## config.mk

```make
export PLATFORM = sky130hd
export DESIGN_NAME = fetch_queue
export DESIGN_NICKNAME = d
export VERILOG_FILES = /design/src/rtl/fetch_pkg.sv /design/src/rtl/fetch_fifo.sv /design/src/rtl/fetch_queue.sv
export SDC_FILE = /design/constraint.sdc
export NUM_CORES = 1
export LEC_CHECK = 0
export CAP_MARGIN = 20
export CORE_MARGIN = 2
export CORE_UTILIZATION = 48
export DETAILED_ROUTE_END_ITERATION = 10
export DONT_BUFFER_PORTS = 1
export MAX_ROUTING_LAYER = met4
export PLACE_DENSITY = 0.66
export SLEW_MARGIN = 0
export SYNTH_ARGS = -nofsm -noshare
export SYNTH_HDL_FRONTEND = slang
export SYNTH_SLANG_ARGS = --single-unit
```

## constraint.sdc

```tcl
create_clock -name clock -period 2.93 [get_ports clock]
set_input_delay 0.4395 -clock clock [delete_from_list [all_inputs] [get_ports clock]]
set_output_delay 0.4395 -clock clock [all_outputs]
set_load 0.01 [all_outputs]
```

## src/rtl/fetch_pkg.sv

```systemverilog
// -----------------------------------------------------------------------------
// fetch_pkg
// Shared defaults and types for the instruction fetch queue.
//   ADDR_WIDTH_DEF  : fetch address width (word addressed)
//   INSTR_WIDTH_DEF : instruction word width
//   DEPTH_DEF       : fetch FIFO entries (power of two, >= 2)
//   RESET_PC_DEF    : first fetch address after reset
//   fetch_addr_t    : word address type
//   instr_t         : instruction word type
//   cnt_width()     : width of a counter that must hold 0..depth inclusive
// -----------------------------------------------------------------------------
package fetch_pkg;

    localparam int ADDR_WIDTH_DEF  = 16;
    localparam int INSTR_WIDTH_DEF = 32;
    localparam int DEPTH_DEF       = 4;

    typedef logic [ADDR_WIDTH_DEF-1:0]  fetch_addr_t;
    typedef logic [INSTR_WIDTH_DEF-1:0] instr_t;

    localparam fetch_addr_t RESET_PC_DEF = 16'h0000;

    function automatic int cnt_width(input int depth);
        return $clog2(depth) + 1;
    endfunction

endpackage

```

## src/rtl/fetch_fifo.sv

```systemverilog
// -----------------------------------------------------------------------------
// fetch_fifo
// Synchronous DEPTH-entry FIFO holding returned instruction words.
//   clock, reset_n : clock and asynchronous active-low reset
//   push/push_data : write an entry at the tail
//   pop            : remove the head entry (ignored when empty)
//   flush          : empty the FIFO; overrides push and pop in the same cycle
//   head_data      : current head entry (only meaningful when !empty)
//   count          : number of stored entries, 0..DEPTH
//   empty          : no entries stored
// Push and pop in the same cycle are allowed at any occupancy, including full.
// -----------------------------------------------------------------------------
module fetch_fifo
    import fetch_pkg::*;
#(
    parameter int WIDTH = INSTR_WIDTH_DEF,
    parameter int DEPTH = DEPTH_DEF,
    localparam int PW   = $clog2(DEPTH),
    localparam int CW   = cnt_width(DEPTH)
) (
    input  logic             clock,
    input  logic             reset_n,
    input  logic             push,
    input  logic [WIDTH-1:0] push_data,
    input  logic             pop,
    input  logic             flush,
    output logic [WIDTH-1:0] head_data,
    output logic [CW-1:0]    count,
    output logic             empty
);

    logic [WIDTH-1:0] mem_q [DEPTH];
    logic [PW-1:0]    rd_ptr_q;
    logic [PW-1:0]    wr_ptr_q;
    logic [CW-1:0]    count_q;
    logic             full;
    logic             do_pop;
    logic             do_push;

    assign empty     = (count_q == '0);
    assign full      = (count_q == CW'(DEPTH));
    assign count     = count_q;
    assign head_data = mem_q[rd_ptr_q];

    // A push into a full FIFO is only legal when the head leaves in the same
    // cycle; the slot being freed is the one the write pointer lands on.
    assign do_pop  = pop && !empty && !flush;
    assign do_push = push && !flush && (!full || do_pop);

    always_ff @(posedge clock or negedge reset_n) begin
        if (!reset_n) begin
            rd_ptr_q <= '0;
            wr_ptr_q <= '0;
            count_q  <= '0;
        end else if (flush) begin
            rd_ptr_q <= '0;
            wr_ptr_q <= '0;
            count_q  <= '0;
        end else begin
            if (do_pop)  rd_ptr_q <= rd_ptr_q + PW'(1);
            if (do_push) wr_ptr_q <= wr_ptr_q + PW'(1);
            count_q <= count_q + CW'(do_push) - CW'(do_pop);
        end
    end

    // Storage needs no reset: an entry is only read after it has been written.
    always_ff @(posedge clock) begin
        if (do_push) mem_q[wr_ptr_q] <= push_data;
    end

endmodule

```

## src/rtl/fetch_queue.sv

```systemverilog
// -----------------------------------------------------------------------------
// fetch_queue
// Issues sequential word fetches to instruction memory starting at RESET_PC or
// the latest redirect target, buffers in-order responses and hands
// instruction/address pairs to decode.
//   clock, reset_n        : clock and asynchronous active-low reset
//   redirect_valid/_pc    : load a new fetch address; flushes everything in flight
//   mem_req_valid/_ready  : fetch request channel, mem_req_addr is the word address
//   mem_rsp_valid/_data   : in-order read data, no backpressure
//   instr_valid/_ready    : decode channel, instr_data/instr_pc describe the head
//
// Handshakes: a transfer happens in a cycle where valid and ready are both
// high. valid never depends on ready. mem_req_valid and mem_req_addr are
// combinational from internal state and redirect_valid; instr_valid, instr_data
// and instr_pc are purely registered state.
//
// Credit scheme: a request is only issued while FIFO occupancy plus requests in
// flight is below DEPTH, so every response has a FIFO slot reserved for it.
// After a redirect, drop_count counts the stale responses still to come back.
// -----------------------------------------------------------------------------
module fetch_queue
    import fetch_pkg::*;
#(
    parameter int ADDR_WIDTH             = ADDR_WIDTH_DEF,
    parameter int INSTR_WIDTH            = INSTR_WIDTH_DEF,
    parameter int DEPTH                  = DEPTH_DEF,
    parameter logic [ADDR_WIDTH-1:0] RESET_PC = RESET_PC_DEF
) (
    input  logic                   clock,
    input  logic                   reset_n,
    input  logic                   redirect_valid,
    input  logic [ADDR_WIDTH-1:0]  redirect_pc,
    output logic                   mem_req_valid,
    input  logic                   mem_req_ready,
    output logic [ADDR_WIDTH-1:0]  mem_req_addr,
    input  logic                   mem_rsp_valid,
    input  logic [INSTR_WIDTH-1:0] mem_rsp_data,
    output logic                   instr_valid,
    input  logic                   instr_ready,
    output logic [INSTR_WIDTH-1:0] instr_data,
    output logic [ADDR_WIDTH-1:0]  instr_pc
);

    localparam int CW = cnt_width(DEPTH);

    logic [ADDR_WIDTH-1:0] fetch_pc_q;
    logic [ADDR_WIDTH-1:0] deliver_pc_q;
    logic [CW-1:0]         outstanding_q;
    logic [CW-1:0]         outstanding_d;
    logic [CW-1:0]         drop_count_q;
    logic [CW-1:0]         drop_count_d;
    logic [CW-1:0]         fifo_count;
    logic                  fifo_empty;
    logic [CW:0]           credit_used;
    logic                  req_fire;
    logic                  rsp_fire;
    logic                  rsp_drop;
    logic                  fifo_push;
    logic                  fifo_pop;

    // ------------------------------------------------------------------
    // Request side
    // ------------------------------------------------------------------
    assign credit_used   = {1'b0, fifo_count} + {1'b0, outstanding_q};
    // reset_n gates the request so nothing is offered while reset is held.
    assign mem_req_valid = reset_n && !redirect_valid &&
                           (credit_used < (CW+1)'(DEPTH));
    assign mem_req_addr  = fetch_pc_q;
    assign req_fire      = mem_req_valid && mem_req_ready;

    // ------------------------------------------------------------------
    // Response side: a response with nothing outstanding is illegal and
    // ignored so the counters cannot underflow.
    // ------------------------------------------------------------------
    assign rsp_fire  = mem_rsp_valid && (outstanding_q != '0);
    assign rsp_drop  = rsp_fire && (drop_count_q != '0);
    // A response landing in a redirect cycle belongs to the old stream.
    assign fifo_push = rsp_fire && !rsp_drop && !redirect_valid;

    // ------------------------------------------------------------------
    // Delivery side
    // ------------------------------------------------------------------
    assign instr_valid = !fifo_empty;
    assign instr_pc    = deliver_pc_q;
    assign fifo_pop    = instr_valid && instr_ready && !redirect_valid;

    fetch_fifo #(
        .WIDTH (INSTR_WIDTH),
        .DEPTH (DEPTH)
    ) u_fifo (
        .clock     (clock),
        .reset_n   (reset_n),
        .push      (fifo_push),
        .push_data (mem_rsp_data),
        .pop       (fifo_pop),
        .flush     (redirect_valid),
        .head_data (instr_data),
        .count     (fifo_count),
        .empty     (fifo_empty)
    );

    // ------------------------------------------------------------------
    // Counters. On a redirect every request still in flight after this
    // cycle's accept/response becomes stale, so drop_count takes the
    // updated outstanding value; a response already dropped this cycle is
    // naturally excluded because it has left outstanding.
    // ------------------------------------------------------------------
    always_comb begin
        outstanding_d = outstanding_q + CW'(req_fire) - CW'(rsp_fire);
        drop_count_d  = drop_count_q - CW'(rsp_drop);
        if (redirect_valid) begin
            drop_count_d = outstanding_d;
        end
    end

    always_ff @(posedge clock or negedge reset_n) begin
        if (!reset_n) begin
            fetch_pc_q    <= RESET_PC;
            deliver_pc_q  <= RESET_PC;
            outstanding_q <= '0;
            drop_count_q  <= '0;
        end else begin
            outstanding_q <= outstanding_d;
            drop_count_q  <= drop_count_d;
            if (redirect_valid) begin
                fetch_pc_q   <= redirect_pc;
                deliver_pc_q <= redirect_pc;
            end else begin
                if (req_fire) fetch_pc_q   <= fetch_pc_q + ADDR_WIDTH'(1);
                if (fifo_pop) deliver_pc_q <= deliver_pc_q + ADDR_WIDTH'(1);
            end
        end
    end

    // ------------------------------------------------------------------
    // Protocol and credit invariants
    // ------------------------------------------------------------------
    a_rsp_has_request: assert property (@(posedge clock) disable iff (!reset_n)
        mem_rsp_valid |-> (outstanding_q != '0));
    a_credit_bound: assert property (@(posedge clock) disable iff (!reset_n)
        credit_used <= (CW+1)'(DEPTH));
    a_drop_bound: assert property (@(posedge clock) disable iff (!reset_n)
        drop_count_q <= outstanding_q);

endmodule

```

==> metrics, run 1 <==
Starting DRT DRC Count 203; DRC viols 0; drt wl/cell 21.75 µm; Final Max Slew Viols 0; post-DR vias/cell 5.930; area leader, netlist edfxtp_1; Mapped Area 7259 µm²; First-pass DRT Iterations 4; CTS max path bufs 2; Worst Tran Pin Value 0.7407 ns; peak supply drop 0.0004388 V; Synth Area per Inst 16.20 µm²; vias 3902; post-layout min period 2.809 ns; max_slew headroom 0.5039; busiest grt layer met2; FP Rows 44; Routed Antenna Nets 0; met3 Track Usage GR 0.07370; crit share post-route 0.9589; H-tree levels 4; Pleak 2.755 nW; status complete, no violations; Clock Sinks 173; GRT Util Overall 0.1908; Area growth syn-to-layout 11.24%; I/O pins 120; GRT Residual Overflow 0; CTS tree built; Final Hold Viols 0; Arr. time, crit path 3.11 ns; pwr dens 777.3 nW/µm²; Routed WL 14.31 mm; Die Wd 127.0 µm; Post-synth EDFFs 128; syn_nets 518; fin nets 531; post-synthesis cell type count 49; met1 Resource Use GR 0.2211; Ys Warns 0; share of post-route cells with drive strength above 1 0.1730; first-pass GRT wire length 22.48 mm; clock root cell clkbuf_16; Crit Path Max Fanout 6; skew final 0.009082 ns; Placed Area 7495 µm²; worst min path class in -> reg; Post-synth ARST share 0.2601; # diodes 0; total CTS buffers 17; Synth Instances 448; GR met2 Demand/Resource 0.3090; pin count of the biggest net entering global routing 46; register area share after synthesis 0.6846; IO buf count 0; vias in the first global route 4088; Crit. End Element register; nature of the critical path startpoint register; FF/Latch Area 4971 µm²; WS Path Type reg -> reg; Multi-input gate area 2146 µm²; Core Footprint 14640 µm²; die height 127.0 µm; GPL Wtd Cong 0.8175; R2R setup slack 0.12 ns; Req. time, crit path 3.23 ns; worst-skew pair later-pin latency 0.42 ns; post-route cell area 8075 µm²; post-DP HPWL 9.276 mm; max_cap viols 0; post-synth top area share 0.5295; fill count 1192; Die Area 16120 µm²; post-layout util 0.5514; #FFs+latches synth 173; Initial Utilization 0.4957; clk slew on worst S/H paths 0.06 ns; Fmax achieved 355.9 MHz; Synth Flop Type edfxtp_1; commonest non-fill, non-tap cells in the layout edfxtp_1 (128), dfrtp_1 (44), mux4_2 (32); Synth area leaders edfxtp_1 (53%), dfrtp_1 (16%), mux4_2 (9.9%), ha_1 (2.4%), nand2_1 (1.3%); final count of negative-setup-slack endpoints 0; most common cell after layout, fill and taps aside edfxtp_1; initial antenna violation count 0
-- power by group --
part / switching, mW / internal, mW / total [mW]
Clock: 0.879 / 1.16 / 2.04
Combinational: 0.644 / 0.564 / 1.21
Sequential: 0.210 / 2.82 / 3.03
Total: 1.73 / 4.54 / 6.28
-- state kept, by name, summed over array words and instances (netlist names) --
register	count
instr_pc	16
u_fifo.rd_ptr_q	2
outstanding_q	3
mem_req_addr	16
u_fifo.count	3
u_fifo.wr_ptr_q	2
u_fifo.mem_q	128
drop_count_q	3
-- per-stage QoR --
stage	power, mW	hold slack (ns)	setup TNS [ns]	instances	setup WS, ns
6_report	6.277	0.1006	0	658	0.1205
5_1_grt	6.587	0.06898	-0.02546	658	-0.02546
3_5_place_dp	4.255	0.1452	0	624	0.1665
4_1_cts	6.317	0.06568	0	658	0.1407
3_3_place_gp	4.220	0.1452	0	624	0.2989
2_1_floorplan	4.007	0.1439	0	448	0.1348
-- cells in the mapped netlist, types with 2 or more instances --
master and count:
dfrtp_1 45, or3_1 9, mux4_2 32, nand2_1 26
a31oi_1 9, o31a_1 3, nor3b_1 2, nor3_1 3
nor4_1 4, edfxtp_1 128, buf_6 2, xor2_1 7
a21o_1 2, and3_1 9, nand4_1 5, mux2i_1 4
o311ai_0 2, buf_2 5, nor2_1 17, or4_1 6
and4_1 4, o21bai_1 2, o211ai_1 4, buf_1 2
fa_1 2, o21ai_0 14, and2_1 6, nor2b_1 2
inv_1 16, ha_1 14, clkbuf_1 9, nand3_1 17
a221o_1 3, a21oi_1 7, o31ai_1 4, xnor2_1 9
-- area by class of cell --
type,count,area share
well taps,184,0.02851
repair buffers,12,0.01549
clock inverters,11,0.01147
multi-input cells,239,0.2657
clock buffers,21,0.05454
flip-flops and latches,173,0.6156
inverters,18,0.008677
-- final timing paths --
check | depth (start not counted) | from | end
setup / recovery | 12 | u_fifo.count[2]$_DFF_PN0_ | drop_count_q[2]$_DFF_PN0_
hold / removal | 1 | redirect_valid | u_fifo.count[2]$_DFF_PN0_
setup reg to reg | 12 | u_fifo.count[2]$_DFF_PN0_ | drop_count_q[2]$_DFF_PN0_
hold reg to reg | 2 | u_fifo.rd_ptr_q[1]$_DFFE_PN0P_ | u_fifo.rd_ptr_q[1]$_DFFE_PN0P_
max in group asynchronous | 2 | reset_n | u_fifo.rd_ptr_q[0]$_DFFE_PN0P_
min in group asynchronous | 2 | reset_n | mem_req_addr[13]$_DFFE_PN0P_
-- repair_timing --
item / 4_1_cts / 5_1_grt
hold endpoints to repair: 45 / 0
gates resized for setup: 0 / 3
setup buffers: 0 / 0
endpoints found under the setup margin: 0 / 1
hold buffers: 2 / 0
-- logic make-up (layout without fill, tap and decap cells) --
| kind of cell | Yosys count | count (layout) | synth area share |
|---|---|---|---|
| mux | 36 | 36 | 0.1048 |
| xor+xnor | 16 | 16 | 0.01930 |
| flops | 173 | 173 | 0.6846 |
| fa+ha+maj | 16 | 16 | 0.02965 |
| compound gates | 55 | 55 | 0.05102 |
| simple gates | 116 | 116 | 0.08876 |
| buf+inv | 36 | 62 | 0.02189 |
-- worst max-delay path: stages, from the launching register on --
cell and delay (ns):
dfrtp_1 0.46, ha_1 0.34, nor4b_4 0.35, and4_4 0.30, inv_4 0.03, ha_1 0.26
inv_1 0.06, ha_1 0.13, inv_1 0.05, fa_1 0.40, xnor2_2 0.17, nand2_1 0.07
o21ai_0 0.07
-- metal layers --
metal,up-vias,routed length (µm)
met5,-,0
met4,0,208
met3,18,1076
met2,123,7041
met1,1986,5986
li1,1775,-
(Power assumes the default switching activity.)
==> inputs of run 2 (changes only) <==
- SETUP_SLACK_MARGIN: default -> 0.5
==> run 2 against run 1 <==
Compared with the run above: design area grew 1.9%; first-iteration DRC count is 17% higher; critical endpoint unchanged; non-clock buffer count up 8; highest routed layer unchanged; largest power group unchanged.
==> metrics, run 2 (synthesized netlist as in run 1, its figures left out) <==
Initial Utilization 0.4957 (unchanged); GRT Util Overall 0.1863 (-0.004506); pin count of the biggest net entering global routing 46 (unchanged); FP Rows 44 (unchanged); total CTS buffers 17 (unchanged); IO buf count 0 (unchanged); GPL Wtd Cong 0.8136 (-0.48%); Die Area 16120 µm² (unchanged); first-pass GRT wire length 22.21 mm (-1.2%); Placed Area 7601 µm² (+1.4%); nature of the critical path startpoint register; setup TNS 0 ns (unchanged); Worst Tran Pin Value 0.7907 ns (+0.04999 ns); worst min path class in -> reg; largest reg by FF count u_fifo.mem_q; Final Hold Viols 0 (unchanged); RSZ-0062 raised after global routing yes; peak supply drop 0.0004264 V (-2.8%); final count of negative-setup-slack endpoints 0 (unchanged); most common cell after layout, fill and taps aside edfxtp_1; skew final 0.006959 ns (-0.002123 ns); Final Max Slew Viols 0 (unchanged); max_cap viols 0 (unchanged); # diodes 0 (unchanged); clk slew on worst S/H paths 0.06 ns (about the same); initial antenna violation count 0 (unchanged); Pleak 2.797 nW (+1.5%); Core Footprint 14640 µm² (unchanged); Fmax achieved 415.0 MHz (+17%); max_slew headroom 0.4704 (-0.03348); Crit. End Element register; drt wl/cell 21.11 µm (-3.0%); placed cell count 625 (+0.16%); WS Path Type reg -> reg; setup ws final 0.5202 ns (+0.3996 ns); post-layout min period 2.410 ns (-0.3996 ns); post-DP HPWL 9.178 mm (-1.1%); First-pass DRT Iterations 4 (unchanged); CTS tree built; pwr dens 772.6 nW/µm² (-0.61%); max reg flops 128 (unchanged); final non-filler cell total 665 (+1.1%); vias in the first global route 4112 (+0.59%); vias 3957 (+1.4%); die height 127.0 µm (unchanged); DP Worst Slack 0.4255 ns (+0.2590 ns); Area growth syn-to-layout 13.34%; status complete, no violations; Req. time, crit path 3.24 ns (about the same); Die Wd 127.0 µm (unchanged); worst-skew pair later-pin latency 0.42 ns (about the same); GRT Residual Overflow 0 (unchanged); Routed Antenna Nets 0 (unchanged); commonest non-fill, non-tap cells in the layout edfxtp_1 (128), dfrtp_1 (41), mux4_2 (32); H-tree levels 4 (unchanged); DRC viols 0 (unchanged); Crit Path Max Fanout 3 (-3); Clock Sinks 173 (unchanged); clock root cell clkbuf_16; Routed WL 14.04 mm (-1.9%); I/O pins 120 (unchanged); crit share post-route 0.8225 (-0.1364); share of post-route cells with drive strength above 1 0.2079 (+0.03490); post-DR vias/cell 5.950 (+0.34%); Starting DRT DRC Count 238 (+17%); Arr. time, crit path 2.72 ns (-0.39 ns); fin nets 539 (+1.5%); post-route cell area 8228 µm² (+1.9%); CTS max path bufs 2 (unchanged)
run 2: power by group:
group          switching (mW)  internal [mW]
clock                   0.911           1.08
sequential              0.244           2.82
combinational           0.636          0.663
total                    1.79           4.57
run 2: worst paths after layout:
kind	start	end	slack, ns	cells after the start
min reg2reg	drop_count_q[2]$_DFF_PN0_	drop_count_q[2]$_DFF_PN0_	0.60	2
max	u_fifo.count[2]$_DFF_PN0_	drop_count_q[2]$_DFF_PN0_	0.52	12
max in group asynchronous	reset_n	u_fifo.rd_ptr_q[0]$_DFFE_PN0P_	2.17	2
min	redirect_valid	u_fifo.rd_ptr_q[0]$_DFFE_PN0P_	0.08	1
max reg2reg	u_fifo.count[2]$_DFF_PN0_	drop_count_q[2]$_DFF_PN0_	0.52	12
min in group asynchronous	reset_n	mem_req_addr[7]$_DFFE_PN0P_	0.52	2
run 2: repair_timing:
| item | in CTS | in global routing |
|---|---|---|
| setup endpoints to repair | 11 | 6 |
| hold buffers | 2 | 0 |
| resized for setup | 3 | 2 |
| setup buffers | 3 | 4 |
| pin swaps | 1 | 4 |
| endpoints found under the hold margin | 45 | 0 |
run 2: area by class of cell:
cell class	instances	area, µm²
Clock buffer	18	429.2
Clock inverter	13	91.34
Fill cell	1144	6416
Inverter	18	70.07
Multi-Input combinational cell	239	2195
Sequential cell	173	4977
Tap cell	184	230.2
Timing Repair Buffer	20	235.2
run 2: worst max-delay path, cell delays in order, from the launching register on:
cell,delay [ns]
dfrtp_2,0.42
ha_4,0.25
nor4b_4,0.30
and4_4,0.28
inv_4,0.04
ha_4,0.20
inv_2,0.05
ha_4,0.11
inv_2,0.03
fa_2,0.34
xnor2_2,0.14
nand2_1,0.06
o21ai_1,0.06
run 2: per-stage QoR:
step	util	hold slack (ns)	power [mW]
3_5_place_dp	0.5191	0.1449	4.352
3_3_place_gp	0.5191	0.1452	4.318
4_1_cts	0.5591	0.05986	6.408
2_1_floorplan	-	0.1439	4.078
6_report	0.5619	0.08305	6.357
5_1_grt	0.5619	0.06849	6.677
run 2: per-layer routing:
metal,up-vias,GRT usage,part of all wire
met5,-,-,0
met4,0,0.06529,0.017
met3,23,0.07245,0.093
met2,152,0.3001,0.50
met1,1983,0.2149,0.39
li1,1799,-,-
